<file path="src/rtl/door_pkg.sv">
// Shared types and constants for the automatic door sequencer.
// The state encoding is visible on state_o, so the enum values are fixed.
package door_pkg;

    typedef enum logic [1:0] {
        CLOSED  = 2'b00,
        OPENING = 2'b01,
        OPEN    = 2'b10,
        CLOSING = 2'b11
    } door_state_e;

    localparam int DEF_TRAVEL_CYC = 8;
    localparam int DEF_HOLD_CYC   = 16;
    localparam int DEF_DEB_CYC    = 3;
    localparam int DEF_MAX_REV    = 3;

    // Bits needed to hold any value in 0..max_val.
    function automatic int cnt_w(input int max_val);
        return (max_val < 1) ? 1 : $clog2(max_val + 1);
    endfunction

endpackage

</file>
<file path="src/rtl/door_debounce.sv">
// Single-sensor debouncer: the clean output follows raw only after raw has
// disagreed with it for DEB_CYC consecutive cycles.
module door_debounce
    import door_pkg::*;
#(
    parameter int DEB_CYC = DEF_DEB_CYC
) (
    input  logic clk,
    input  logic rst,
    input  logic raw,
    output logic clean
);

    localparam int CW = cnt_w(DEB_CYC);
    localparam logic [CW-1:0] CNT_LAST = CW'(DEB_CYC - 1);

    logic [CW-1:0] cnt_q, cnt_d;
    logic          clean_q, clean_d;

    // NOTE: every variable gets a default before any branch so no latch is inferred.
    always_comb begin
        cnt_d   = '0;
        clean_d = clean_q;
        if (raw != clean_q) begin
            if (cnt_q == CNT_LAST) begin
                clean_d = raw;
            end else begin
                cnt_d = cnt_q + 1'b1;
            end
        end
    end

    // NOTE: state registers use non-blocking assignments; reset is sampled on the clock edge.
    always_ff @(posedge clk) begin
        if (rst) begin
            cnt_q   <= '0;
            clean_q <= 1'b0;
        end else begin
            cnt_q   <= cnt_d;
            clean_q <= clean_d;
        end
    end

    assign clean = clean_q;

endmodule

</file>
<file path="src/rtl/door_seq_ctrl.sv">
// Automatic door sequencer: debounced presence, timed travel and open-hold,
// close reversal on presence with an obstruction flag after repeated reversals.
module door_seq_ctrl
    import door_pkg::*;
#(
    parameter int TRAVEL_CYC = DEF_TRAVEL_CYC,
    parameter int HOLD_CYC   = DEF_HOLD_CYC,
    parameter int DEB_CYC    = DEF_DEB_CYC,
    parameter int MAX_REV    = DEF_MAX_REV
) (
    input  logic       clk,
    input  logic       rst,
    input  logic       sensor_in,
    input  logic       sensor_out,
    input  logic       lock,
    output logic       motor_en,
    output logic       motor_dir,
    output logic       door_open,
    output logic       timeout,
    output logic       obstruct,
    output logic [1:0] state_o
);

    localparam int PW = cnt_w(TRAVEL_CYC);
    localparam int HW = cnt_w(2 * HOLD_CYC);
    localparam int RW = cnt_w(MAX_REV);

    localparam logic [PW-1:0] POS_FULL      = PW'(TRAVEL_CYC);
    localparam logic [PW-1:0] POS_LAST      = PW'(TRAVEL_CYC - 1);
    localparam logic [HW-1:0] HOLD_LAST     = HW'(HOLD_CYC - 1);
    localparam logic [HW-1:0] HOLD_LAST_OBS = HW'(2 * HOLD_CYC - 1);
    localparam logic [RW-1:0] REV_SAT       = RW'(MAX_REV);

    door_state_e   state_q, state_d;
    logic [PW-1:0] pos_q, pos_d;
    logic [HW-1:0] hold_q, hold_d;
    logic [RW-1:0] rev_q, rev_d;
    logic          timeout_q, timeout_d;
    logic          deb_in, deb_out, presence;
    logic [HW-1:0] hold_last;

    door_debounce #(.DEB_CYC(DEB_CYC)) u_deb_in (
        .clk   (clk),
        .rst   (rst),
        .raw   (sensor_in),
        .clean (deb_in)
    );

    door_debounce #(.DEB_CYC(DEB_CYC)) u_deb_out (
        .clk   (clk),
        .rst   (rst),
        .raw   (sensor_out),
        .clean (deb_out)
    );

    // The night lock masks only the outside sensor, and acts on the raw lock pin.
    assign presence  = deb_in | (deb_out & ~lock);
    assign obstruct  = (rev_q == REV_SAT);
    assign hold_last = obstruct ? HOLD_LAST_OBS : HOLD_LAST;

    always_ff @(posedge clk) begin
        if (rst) begin
            state_q   <= CLOSED;
            pos_q     <= '0;
            hold_q    <= '0;
            rev_q     <= '0;
            timeout_q <= 1'b0;
        end else begin
            state_q   <= state_d;
            pos_q     <= pos_d;
            hold_q    <= hold_d;
            rev_q     <= rev_d;
            timeout_q <= timeout_d;
        end
    end

    always_comb begin
        state_d   = state_q;
        pos_d     = pos_q;
        hold_d    = '0;
        rev_d     = rev_q;
        timeout_d = 1'b0;

        case (state_q)
            CLOSED: begin
                pos_d = '0;
                if (presence) begin
                    state_d = OPENING;
                end
            end

            OPENING: begin
                if (pos_q < POS_FULL) begin
                    pos_d = pos_q + 1'b1;
                end
                if (pos_q >= POS_LAST) begin
                    state_d = OPEN;
                end
            end

            OPEN: begin
                if (presence) begin
                    hold_d = '0;
                end else if (hold_q == hold_last) begin
                    state_d   = CLOSING;
                    timeout_d = 1'b1;
                end else begin
                    hold_d = hold_q + 1'b1;
                end
            end

            CLOSING: begin
                // Presence beats the final close step: reverse from where we are.
                if (presence) begin
                    state_d = OPENING;
                    if (rev_q != REV_SAT) begin
                        rev_d = rev_q + 1'b1;
                    end
                end else if (pos_q <= PW'(1)) begin
                    pos_d   = '0;
                    state_d = CLOSED;
                    rev_d   = '0;
                end else begin
                    pos_d = pos_q - 1'b1;
                end
            end

            default: begin
                state_d = CLOSED;
                pos_d   = '0;
            end
        endcase
    end

    assign motor_en  = (state_q == OPENING) || (state_q == CLOSING);
    assign motor_dir = (state_q == OPENING);
    assign door_open = (state_q == OPEN);
    assign timeout   = timeout_q;
    assign state_o   = state_q;

endmodule
</file>
<file path="config.mk">
export PLATFORM = sky130hd
export DESIGN_NAME = door_seq_ctrl
export DESIGN_NICKNAME = d
export VERILOG_FILES = /design/src/rtl/door_pkg.sv /design/src/rtl/door_debounce.sv /design/src/rtl/door_seq_ctrl.sv
export SDC_FILE = /design/constraint.sdc
export NUM_CORES = 1
export LEC_CHECK = 0
export CAP_MARGIN = 20
export CORE_ASPECT_RATIO = 0.75
export CORE_MARGIN = 2
export CORE_UTILIZATION = 30
export DETAILED_ROUTE_END_ITERATION = 10
export HOLD_SLACK_MARGIN = 0.1
export PLACE_DENSITY = 0.5
export SYNTH_ARGS = -nofsm -noshare
export SYNTH_HDL_FRONTEND = slang
export SYNTH_SLANG_ARGS = --single-unit
export TNS_END_PERCENT = 20
</file>
<file path="constraint.sdc">
create_clock -name clk -period 3.4 [get_ports clk]
set_input_delay 1.02 -clock clk [delete_from_list [all_inputs] [get_ports clk]]
set_output_delay 1.02 -clock clk [all_outputs]
set_load 0.1 [all_outputs]
</file>
==> results of run 1 <==
## registers in the layout, indices dropped and copies added (netlist names)
| signal | flops |
|---|---|
| rev_q | 2 |
| u_deb_in.clean | 1 |
| u_deb_out.cnt_q | 2 |
| u_deb_out.clean | 1 |
| u_deb_in.cnt_q | 2 |
| hold_q | 6 |
| state_o | 2 |
| pos_q | 4 |
| timeout | 1 |
## final timing paths
path	start	endpoint	slack, ns
setup / recovery	state_o[0]	motor_en	0.87
hold / removal	u_deb_out.cnt_q[0]	u_deb_out.cnt_q[0]	0.41
setup reg to reg	rev_q[0]	state_o[0]	1.53
hold reg to reg	u_deb_out.cnt_q[0]	u_deb_out.cnt_q[0]	0.41
## critical path: cells and delay by family (launching register included)
family        cells  cell delay (ns)
flops             1             0.35
fa+ha+maj         1             0.34
simple gates      1             0.34
buf+inv           1             0.23
## kinds of logic after synthesis
logic type | share of synthesized area, %
muxes | 2.472
buffers and inverters | 7.106
AOI/OAI and AO/OA | 17.82
xor gates and xnor gates | 5.046
adders and majority gates | 11.33
and+or+nand+nor | 21.63
DFF | 34.60
## layout make-up
type | instances | area share (%)
clock buffers | 4 | 3.270
inverters | 9 | 2.452
multi-input cells | 93 | 51.59
flip-flops and latches | 21 | 30.70
well taps | 52 | 4.723
repair buffers | 12 | 7.266
## power by group through the flow
stage / Combinational (mW) / Clock [mW] / Sequential, mW
floorplan: 0.244 / 0 / 0.333
global placement: 0.351 / 0 / 0.285
detailed placement: 0.350 / 0 / 0.286
CTS: 0.351 / 0.168 / 0.281
global route: 0.371 / 0.178 / 0.283
finish: 0.349 / 0.159 / 0.280
## metal layers
layer	vias up	share of wire, %	global-route usage (%)
met2	16	41	15.28
met1	414	53	15.43
met5	-	0	0
met4	0	0.73	3.061
li1	472	-	-
met3	2	4.5	3.811
## cells in the final DEF, fill, tap and decap left out, types with 2 or more instances in the layout
| master | instances |
|---|---|
| and3_1 | 2 |
| nand3_1 | 2 |
| or3_1 | 2 |
| nand2b_2 | 2 |
| nor3_1 | 2 |
| mux2i_1 | 3 |
| o21ai_0 | 2 |
| or2_2 | 2 |
| o21bai_1 | 2 |
| xnor2_1 | 4 |
| a211oi_1 | 4 |
| nor2_1 | 17 |
| nand2_1 | 5 |
| clkdlybuf4s50_1 | 4 |
| buf_4 | 8 |
| o21ai_1 | 2 |
| a22oi_1 | 2 |
| xor2_1 | 3 |
| ha_1 | 10 |
| inv_1 | 9 |
| nand3b_1 | 2 |
| a221o_1 | 2 |
| clkbuf_8 | 3 |
| dfxtp_2 | 2 |
| dfxtp_1 | 19 |
| a21oi_1 | 4 |
==> results by group, run 1 <==
Status
  – Status: finished, final reports clean

Power
  – Worst VDD drop: 0.0003658 V
  – Seq pwr share: 35.5%
  – Combinational share of power: 44.3%
  – Switching power: 0.3425 mW
  – Clock group share of total power: 20.1%
  – Cell-internal power: 0.4452 mW
  – Sw Ratio: 43.48%
  – Total power: 0.7878 mW
  – Leak Pwr: 0.5210 nW
  – Power Dens Cells: 571.9 nW/µm²

GRT
  – Total congestion overflow: 0
  – Largest net degree at the start of global routing: 12
  – Initial antenna violation count: 0
  – Total GRT Usage: 10.79%
  – First-pass GRT wire length: 3.864 mm
  – Vias in the first global route: 801

Timing
  – Setup TNS: 0 ns
  – Fin. max-slew vios: 0
  – Final Critical Period: 2.533 ns
  – Least-Margin Pin Slew: 0.3833 ns
  – Final Cycle Share: 74.50%
  – Fmax: 0.3948 GHz
  – Final hold viol count: 0
  – Final WS setup: 0.8671 ns
  – Skew final: 0.004638 ns
  – Hold WS: 0.4091 ns
  – # setup viols final: 0
  – RSZ-0062 raised after global routing: no
  – Slew headroom: 74.23%

Critical path
  – Crit path DAT: 1.51 ns
  – CP cell instances: ha_1 > or2_2 > buf_4
  – CP Data Required Time: 2.38 ns
  – R2r worst-path depth: 6
  – Slowest Stage Delay on Critical Path: 0.35 ns
  – Worst Setup End Kind: output port
  – CP Max Fanout: 10
  – Critical Path Start Type: register
  – CP Class: register to output port
  – Slowest-stage cell, CP: dfxtp_2

Die
  – Die width: 77.48 µm
  – Core area: 3780 µm²
  – Die ar.: 4580 µm²
  – Row cnt: 19
  – Initial core utilization: 32.14%
  – # IOs: 12
  – Die Height: 59.11 µm

Place
  – Post-DP Area: 1333 µm²
  – # port buffers: 11
  – Dpl hpwl: 1.644 mm
  – Dpl cells: 187
  – Placer Congestion: 0.7357
  – Place WS: 0.6891 ns

Finish
  – Post-route insts no fill: 191
  – Final nets: 156
  – Fillers: 376
  – Layout cell share with drive strength beyond 1: 18.71%
  – Ant. Diodes: 0
  – Sequential cell area: 422.9 µm²
  – Utilization after layout: 36.44%
  – Area of the multi-input gates: 710.7 µm²
  – Area grow syn2layout: 13.39%
  – Final Cell Area: 1378 µm²

Clocking
  – Max Buffers Root-to-Sink: 2
  – Post-CTS setup buffer count: 0
  – Clock slew seen by the registers of the worst setup and hold paths: 0.07 ns
  – # H-tree levels: 1
  – # clock sinks: 21
  – Clk Latency, worst-skew pair: 0.26 ns
  – TritonCTS clock tree: done
  – Num CTS Buffers: 3
  – Hold-fix buffers, CTS: 0
  – CTS resizes: 0
  – Root buffer cell: clkbuf_8

Synthesis
  – Synth Register Bits: 21
  – Area leader, netlist: dfxtp_1
  – Post-synth EDFFs: 0
  – Post-Syn Area: 1215 µm²
  – Yosys cell types: 44
  – Top-count cell post-synth: dfxtp_1
  – Yosys warns: 0
  – Register area share after synthesis: 34.60%
  – Synth top cells by count: dfxtp_1, nor2_1, ha_1
  – Post-synthesis async set-or-reset flop share: 0%
  – Syn_nets: 144
  – Dominant synthesized flop cell: dfxtp_1
  – Area contributors post-synth: dfxtp_1, ha_1, nor2_1, xnor2_1, inv_1
  – Top cell type's share of synthesized area: 34.60%
  – Post-Syn Instances: 128
  – Syn_area_per_cell: 9.492 µm²

Job
  – Number of max-cap violations: 0

Routing
  – WL final: 2.202 mm
  – WL per Instance: 11.53 µm
  – Starting DRC count in detailed routing: 24
  – Drt via density: 4.733
  – DRT antenna net count: 0
  – DR vias: 904
  – Number of iterations in the first detailed-routing pass: 4
  – DRC viols: 0

Worst hold path
  – Hold Path Cell Cnt: 1
  – Hold Path Class: register to register
(Power assumes the default switching activity.)
==> run 2: changes to the inputs <==
==> constraint.sdc (replaced) <==
create_clock -name clk -period 2.5 [get_ports clk]
set_input_delay 0.75 -clock clk [delete_from_list [all_inputs] [get_ports clk]]
set_output_delay 0.75 -clock clk [all_outputs]
set_load 0.1 [all_outputs]
==> run 2 against run 1 <==
  * Sequential share of layout area shrank 1.4 points
  * Routed wire length grew 5.5%
  * Sequential power grew 39%
  * Via count grew 0.55%
  * Clock skew grew 0.0016 ns
  * Clock-buffer cell count shrank 1
  * Power grew 47%
  * Final cell count grew 1.0%
==> results by group, run 2 (synthesized netlist as in run 1, its figures left out) <==
Finish
  – Layout cell share with drive strength beyond 1: 20.57% (was 18.71%)
  – Area grow syn2layout: 20.29% (was 13.39%)
  – Final nets: 158 (was 156)
  – Number of flip-flops in the largest register: 6 (unchanged)
  – Post-route insts no fill: 193 (was 191)
  – Most common cell after layout, fill and taps aside: dfxtp_1 (unchanged)
  – Most frequent cells in the layout: dfxtp_1, nor2_1, ha_1 (unchanged)
  – Top flop regs: hold_q: 6 flops, pos_q: 4 flops (unchanged)
  – Biggest register: hold_q (unchanged)
  – Ant. Diodes: 0 (unchanged)

Routing
  – Starting DRC count in detailed routing: 35 (was 24)
  – Drt via density: 4.710 (was 4.733)
  – Number of iterations in the first detailed-routing pass: 4 (unchanged)
  – DR vias: 909 (was 904)
  – WL final: 2.323 mm (was 2.202 mm)
  – WL per Instance: 12.04 µm (was 11.53 µm)
  – DRT antenna net count: 0 (unchanged)
  – DRC viols: 0 (unchanged)

Clocking
  – Max Buffers Root-to-Sink: 2 (unchanged)
  – # clock sinks: 21 (unchanged)
  – Post-CTS setup buffer count: 0 (unchanged)
  – CTS resizes: 0 (unchanged)
  – Hold-fix buffers, CTS: 0 (unchanged)
  – Root buffer cell: clkbuf_8 (unchanged)
  – Clock slew seen by the registers of the worst setup and hold paths: 0.08 ns (was 0.07 ns)
  – TritonCTS clock tree: done (unchanged)
  – Num CTS Buffers: 3 (unchanged)
  – # H-tree levels: 1 (unchanged)
  – Clk Latency, worst-skew pair: 0.26 ns (about the same)

Critical path
  – Critical Path Start Type: input port (was register)
  – CP Data Required Time: 2.64 ns (was 2.38 ns)
  – CP Max Fanout: 3 (was 10)
  – Slowest-stage cell, CP: clkdlybuf4s50_1 (was dfxtp_2)
  – Crit. Startpoint: lock (was state_o[0])
  – CP cell instances: clkdlybuf4s50_1 > nor2b_4 > o41ai_2 > nand4_2 > a2111oi_2 > a211oi_1 (was ha_1 > or2_2 > buf_4)
  – Crit path DAT: 2.27 ns (was 1.51 ns)
  – RR Startpoint: rev_q[0] (unchanged)
  – CP Class: input port to register (was register to output port)
  – FF-to-FF setup slack: 0.60 ns (was 1.53 ns)
  – Crit path to: state_o[0] (was motor_en)
  – Worst Setup End Kind: register (was output port)
  – Slowest Stage Delay on Critical Path: 0.52 ns (was 0.35 ns)
  – R2r worst-path depth: 6 (unchanged)
  – R2R Path End: state_o[0] (unchanged)

Die
  – Row cnt: 19 (unchanged)
  – Die ar.: 4580 µm² (unchanged)
  – Core area: 3780 µm² (unchanged)
  – Die Height: 59.11 µm (unchanged)
  – # IOs: 12 (unchanged)
  – Die width: 77.48 µm (unchanged)
  – Initial core utilization: 32.14% (unchanged)

GRT
  – Vias in the first global route: 883 (was 801)
  – First-pass GRT wire length: 4.008 mm (was 3.864 mm)
  – Total congestion overflow: 0 (unchanged)
  – Total GRT Usage: 11.20% (was 10.79%)
  – Initial antenna violation count: 0 (unchanged)
  – Largest net degree at the start of global routing: 13 (was 12)

Timing
  – Fin. max-slew vios: 0 (unchanged)
  – Final hold viol count: 0 (unchanged)
  – Setup TNS: 0 ns (unchanged)
  – Fmax: 0.4697 GHz
  – Final WS setup: 0.3709 ns (was 0.8671 ns)
  – Slew headroom: 70.80% (was 74.23%)
  – RSZ-0062 raised after global routing: no (unchanged)
  – Final Critical Period: 2.129 ns
  – Skew final: 0.006269 ns (was 0.004638 ns)
  – Least-Margin Pin Slew: 0.4343 ns (was 0.3833 ns)
  – Final Cycle Share: 85.16%
  – # setup viols final: 0 (unchanged)

Job
  – Number of max-cap violations: 0 (unchanged)

Place
  – Dpl cells: 189 (was 187)
  – Dpl hpwl: 1.743 mm (was 1.644 mm)
  – Place WS: 0.09437 ns (was 0.6891 ns)
  – # port buffers: 11 (unchanged)
  – Placer Congestion: 0.7619 (was 0.7357)

Power
  – Leak Pwr: 0.5478 nW (was 0.5210 nW)
  – Power Dens Cells: 790.0 nW/µm² (was 571.9 nW/µm²)
  – Worst VDD drop: 0.0008777 V (was 0.0003658 V)
  – Combinational share of power: 47.1% (was 44.3%)
  – Switching power: 0.4891 mW (was 0.3425 mW)
  – Clock group share of total power: 19.3% (was 20.1%)
  – Sw Ratio: 42.36% (was 43.48%)
  – Cell-internal power: 0.6654 mW (was 0.4452 mW)
  – Seq pwr share: 33.6% (was 35.5%)

Worst hold path
  – Hold Path Class: register to register (unchanged)

Status
  – Status: finished, final reports clean (unchanged)
## run 2: cell count changes in the layout (fill, tap and decap cells not counted)
cell,previous run,this run
buf_12,0,4
buf_4,8,6
clkbuf_1,1,0
clkinv_2,0,1
dfxtp_2,2,0
dfxtp_4,0,2
ha_2,1,0
ha_4,0,1
or2_2,2,1
or2_4,0,1
## run 2: how the worst min path moves through the flow
| stage | start | end | slack (ns) | cells after the start |
|---|---|---|---|---|
| floorplan | u_deb_in.cnt_q[0] | u_deb_in.cnt_q[0] | 0.39 | 1 |
| global placement | u_deb_out.cnt_q[0] | u_deb_out.cnt_q[0] | 0.40 | 1 |
| detailed placement | u_deb_out.cnt_q[0] | u_deb_out.cnt_q[0] | 0.41 | 1 |
| CTS | u_deb_out.cnt_q[0] | u_deb_out.cnt_q[0] | 0.42 | 1 |
| global route | u_deb_out.cnt_q[0] | u_deb_out.cnt_q[0] | 0.45 | 1 |
| finish | u_deb_out.cnt_q[0] | u_deb_out.cnt_q[0] | 0.42 | 1 |
## run 2: final cells by class
type                            count  area [µm²]
Fill cell                         389        2318
Multi-Input combinational cell     93       723.2
Sequential cell                    21       427.9
Timing Repair Buffer               14       165.2
Tap cell                           52       65.06
Clock buffer                        3       41.29
Inverter                            9       33.78
Clock inverter                      1       5.005
## run 2: power by group through the flow
stage,sequential [mW],clock [mW],combinational [mW]
after floorplan,0.459,0,0.348
after global placement,0.396,0,0.541
after detailed placement,0.396,0,0.541
after CTS,0.388,0.236,0.546
final,0.388,0.223,0.544
after global routing,0.392,0.247,0.575
## run 2: metal layers
metal | share of wire, % | track usage (%)
met3 | 4.4 | 3.354
met4 | 0.69 | 3.061
met5 | 0 | 0
met2 | 40 | 16.65
met1 | 55 | 15.87
## run 2: worst max-delay path: cells and delay by family
| kind | cells | cell delay, ns |
|---|---|---|
| compound gates | 3 | 0.77 |
| buf+inv | 1 | 0.52 |
| simple gates | 2 | 0.22 |
## run 2: stage by stage
| step | total power, mW | hold slack (ns) | utilization, % | cell area [µm²] |
|---|---|---|---|---|
| final | 1.155 | 0.4170 | 38.66 | 1461 |
| after global placement | 0.9368 | 0.3996 | 37.44 | 1415 |
| after global routing | 1.215 | 0.4459 | 38.66 | 1461 |
| after detailed placement | 0.9373 | 0.4095 | 37.44 | 1415 |
| after CTS | 1.170 | 0.4223 | 38.66 | 1461 |
| after floorplan | 0.8073 | 0.3912 | - | 1237 |
==> run 3: changes to the inputs <==
--- a/config.mk
+++ b/config.mk
@@ -6,12 +6,14 @@
 export NUM_CORES = 1
 export LEC_CHECK = 0
 export CAP_MARGIN = 20
+export CELL_PAD_IN_SITES_DETAIL_PLACEMENT = 0
+export CELL_PAD_IN_SITES_GLOBAL_PLACEMENT = 2
 export CORE_ASPECT_RATIO = 0.75
 export CORE_MARGIN = 2
 export CORE_UTILIZATION = 30
 export DETAILED_ROUTE_END_ITERATION = 10
 export HOLD_SLACK_MARGIN = 0.1
-export PLACE_DENSITY = 0.5
+export PLACE_DENSITY = 0.74
 export SYNTH_ARGS = -nofsm -noshare
 export SYNTH_HDL_FRONTEND = slang
 export SYNTH_SLANG_ARGS = --single-unit
==> constraint.sdc (replaced) <==
create_clock -name clk -period 1.8 [get_ports clk]
set_input_delay 0.54 -clock clk [delete_from_list [all_inputs] [get_ports clk]]
set_output_delay 0.54 -clock clk [all_outputs]
set_load 0.1 [all_outputs]
==> run 3 against run 2 <==
  * Sequential power increased by 42%
  * Die area unchanged
  * Sequential share of layout area decreased by 3.4 points
  * Clock-buffer cell count increased by 1
  * Register-to-register slack got worse by 0.51 ns
  * Final cell count increased by 5.2%
  * Clock skew decreased by 0.0045 ns
  * Critical path type is now register to output port
  * Largest power group unchanged
==> results by group, run 3 (synthesized netlist as in run 1, its figures left out) <==
Finish
  – Final Cell Area: 1674 µm² (was 1461 µm²)
  – Post-route insts no fill: 203 (was 193)
  – Utilization after layout: 44.29% (was 38.66%)
  – Layout cell share with drive strength beyond 1: 35.76% (was 20.57%)
  – Final nets: 168 (was 158)
  – Number of flip-flops in the largest register: 6 (unchanged)
  – Most common cell after layout, fill and taps aside: nor2_1 (was dfxtp_1)
  – Most frequent cells in the layout: nor2_1, dfxtp_1, buf_4 (was dfxtp_1, nor2_1, ha_1)
  – Biggest register: hold_q (unchanged)
  – Area grow syn2layout: 37.80% (was 20.29%)
  – Ant. Diodes: 0 (unchanged)
  – Top flop regs: hold_q: 6 flops, pos_q: 4 flops (unchanged)

GRT
  – Total GRT Usage: 12.38% (was 11.20%)
  – Largest net degree at the start of global routing: 12 (was 13)
  – Initial antenna violation count: 0 (unchanged)
  – Total congestion overflow: 0 (unchanged)
  – First-pass GRT wire length: 4.422 mm (was 4.008 mm)
  – Vias in the first global route: 937 (was 883)

Die
  – Core area: 3780 µm² (unchanged)
  – Row cnt: 19 (unchanged)
  – # IOs: 12 (unchanged)
  – Die width: 77.48 µm (unchanged)
  – Initial core utilization: 32.14% (unchanged)
  – Die Height: 59.11 µm (unchanged)
  – Die ar.: 4580 µm² (unchanged)

Job
  – Number of max-cap violations: 0 (unchanged)

Timing
  – Fin. max-slew vios: 0 (unchanged)
  – Final Cycle Share: 99.90%
  – Slew headroom: 74.62% (was 70.80%)
  – Least-Margin Pin Slew: 0.3803 ns (was 0.4343 ns)
  – # setup viols final: 0 (unchanged)
  – Final Critical Period: 1.798 ns
  – Setup TNS: 0 ns (unchanged)
  – Fmax: 0.5561 GHz
  – Final WS setup: 0.001878 ns (was 0.3709 ns)
  – RSZ-0062 raised after global routing: yes (was no)
  – Final hold viol count: 0 (unchanged)
  – Skew final: 0.001743 ns (was 0.006269 ns)

Place
  – # port buffers: 11 (unchanged)
  – Dpl hpwl: 1.827 mm (was 1.743 mm)
  – Dpl cells: 194 (was 189)
  – Post-DP Area: 1508 µm² (was 1415 µm²)
  – Place WS: -0.3976 ns (was 0.09437 ns)
  – Placer Congestion: 0.7999 (was 0.7619)

Worst hold path
  – Hold Path Class: register to register (unchanged)
  – Hold Path Cell Cnt: 1 (unchanged)

Power
  – Cell-internal power: 1.067 mW (was 0.6654 mW)
  – Power Dens Cells: 1082 nW/µm² (was 790.0 nW/µm²)
  – Clock group share of total power: 16.9% (was 19.3%)
  – Leak Pwr: 0.5903 nW (was 0.5478 nW)
  – Seq pwr share: 30.4% (was 33.6%)
  – Combinational share of power: 52.7% (was 47.1%)
  – Sw Ratio: 41.10% (was 42.36%)
  – Worst VDD drop: 0.0007680 V (was 0.0008777 V)
  – Switching power: 0.7444 mW (was 0.4891 mW)

Critical path
  – Critical Path Start Type: register (was input port)
  – CP Data Required Time: 1.26 ns (was 2.64 ns)
  – Crit path DAT: 1.26 ns (was 2.27 ns)
  – Worst Setup End Kind: output port (was register)
  – CP Max Fanout: 4 (was 3)
  – R2r worst-path depth: 7 (was 6)
  – CP Class: register to output port (was input port to register)

Routing
  – DRC viols: 0 (unchanged)
  – DRT antenna net count: 0 (unchanged)
  – WL per Instance: 12.35 µm (was 12.04 µm)
  – Number of iterations in the first detailed-routing pass: 4 (unchanged)
  – DR vias: 956 (was 909)
  – Starting DRC count in detailed routing: 14 (was 35)
  – Drt via density: 4.709 (was 4.710)
  – WL final: 2.508 mm (was 2.323 mm)

Clocking
  – # H-tree levels: 1 (unchanged)
  – Clock slew seen by the registers of the worst setup and hold paths: 0.07 ns (was 0.08 ns)
  – Hold-fix buffers, CTS: 0 (unchanged)
  – Root buffer cell: clkbuf_8 (unchanged)
  – Num CTS Buffers: 3 (unchanged)
  – Clk Latency, worst-skew pair: 0.26 ns (about the same)
  – TritonCTS clock tree: done (unchanged)
  – Max Buffers Root-to-Sink: 2 (unchanged)
  – # clock sinks: 21 (unchanged)

Status
  – Status: finished, final reports clean (unchanged)
-- run 3: cell types whose count changed in the layout (fill, tap and decap cells not counted), sizes merged --
cell and delta:
buf +10, clkbuf +1, clkdlybuf4s50 -1, clkinv -1
clkinvlp +1, dlygate4sd2 +1, inv -1
-- run 3: worst max-delay path, stage by stage, from the launching register on --
cell and delay (ns):
dfxtp_4 0.38, ha_2 0.21, or2_4 0.24, buf_12 0.16
-- run 3: per-stage QoR --
stage | hold slack (ns) | power (mW)
after floorplan | 0.3912 | 1.132
after global placement | 0.3996 | 1.383
after detailed placement | 0.4045 | 1.380
after CTS | 0.4153 | 1.759
after global routing | 0.4242 | 1.921
final | 0.4098 | 1.811
-- run 3: final timing paths --
| check | slack (ns) | end | startpoint |
|---|---|---|---|
| min reg2reg | 0.41 | u_deb_in.cnt_q[0] | u_deb_in.cnt_q[0] |
| max | 0.002 | motor_en | state_o[0] |
| min | 0.41 | u_deb_in.cnt_q[0] | u_deb_in.cnt_q[0] |
| max reg2reg | 0.09 | pos_q[1] | state_o[1] |
-- run 3: power groups by stage --
stage | logic (mW) | registers (mW) | clock network (mW)
after floorplan | 0.494 | 0.638 | 0
after global placement | 0.825 | 0.558 | 0
after detailed placement | 0.823 | 0.557 | 0
after CTS | 0.898 | 0.544 | 0.318
after global routing | 1.02 | 0.557 | 0.348
final | 0.954 | 0.551 | 0.306
-- run 3: timing repair --
action,CTS,global route
setup buffers,4,2
endpoints found under the setup margin,9,7
gates resized for setup,5,13
cloned,0,0
pin swaps,1,6
-- run 3: layer usage --
layer  global-route usage (%)  vias up  share of wire [%]
li1                         -      495                  -
met1                    17.10      449                 53
met2                    19.01       10                 42
met3                    3.811        2                3.7
met4                    3.061        0               0.76
met5                        0        -                  0
-- run 3: final cells by class --
type	instances	area (µm²)
fill	371	2106
multi-input combinational	93	810.8
sequential	21	432.9
timing repair buffer	24	280.3
tap	52	65.06
clock buffer	4	45.04
inverter	9	40.04
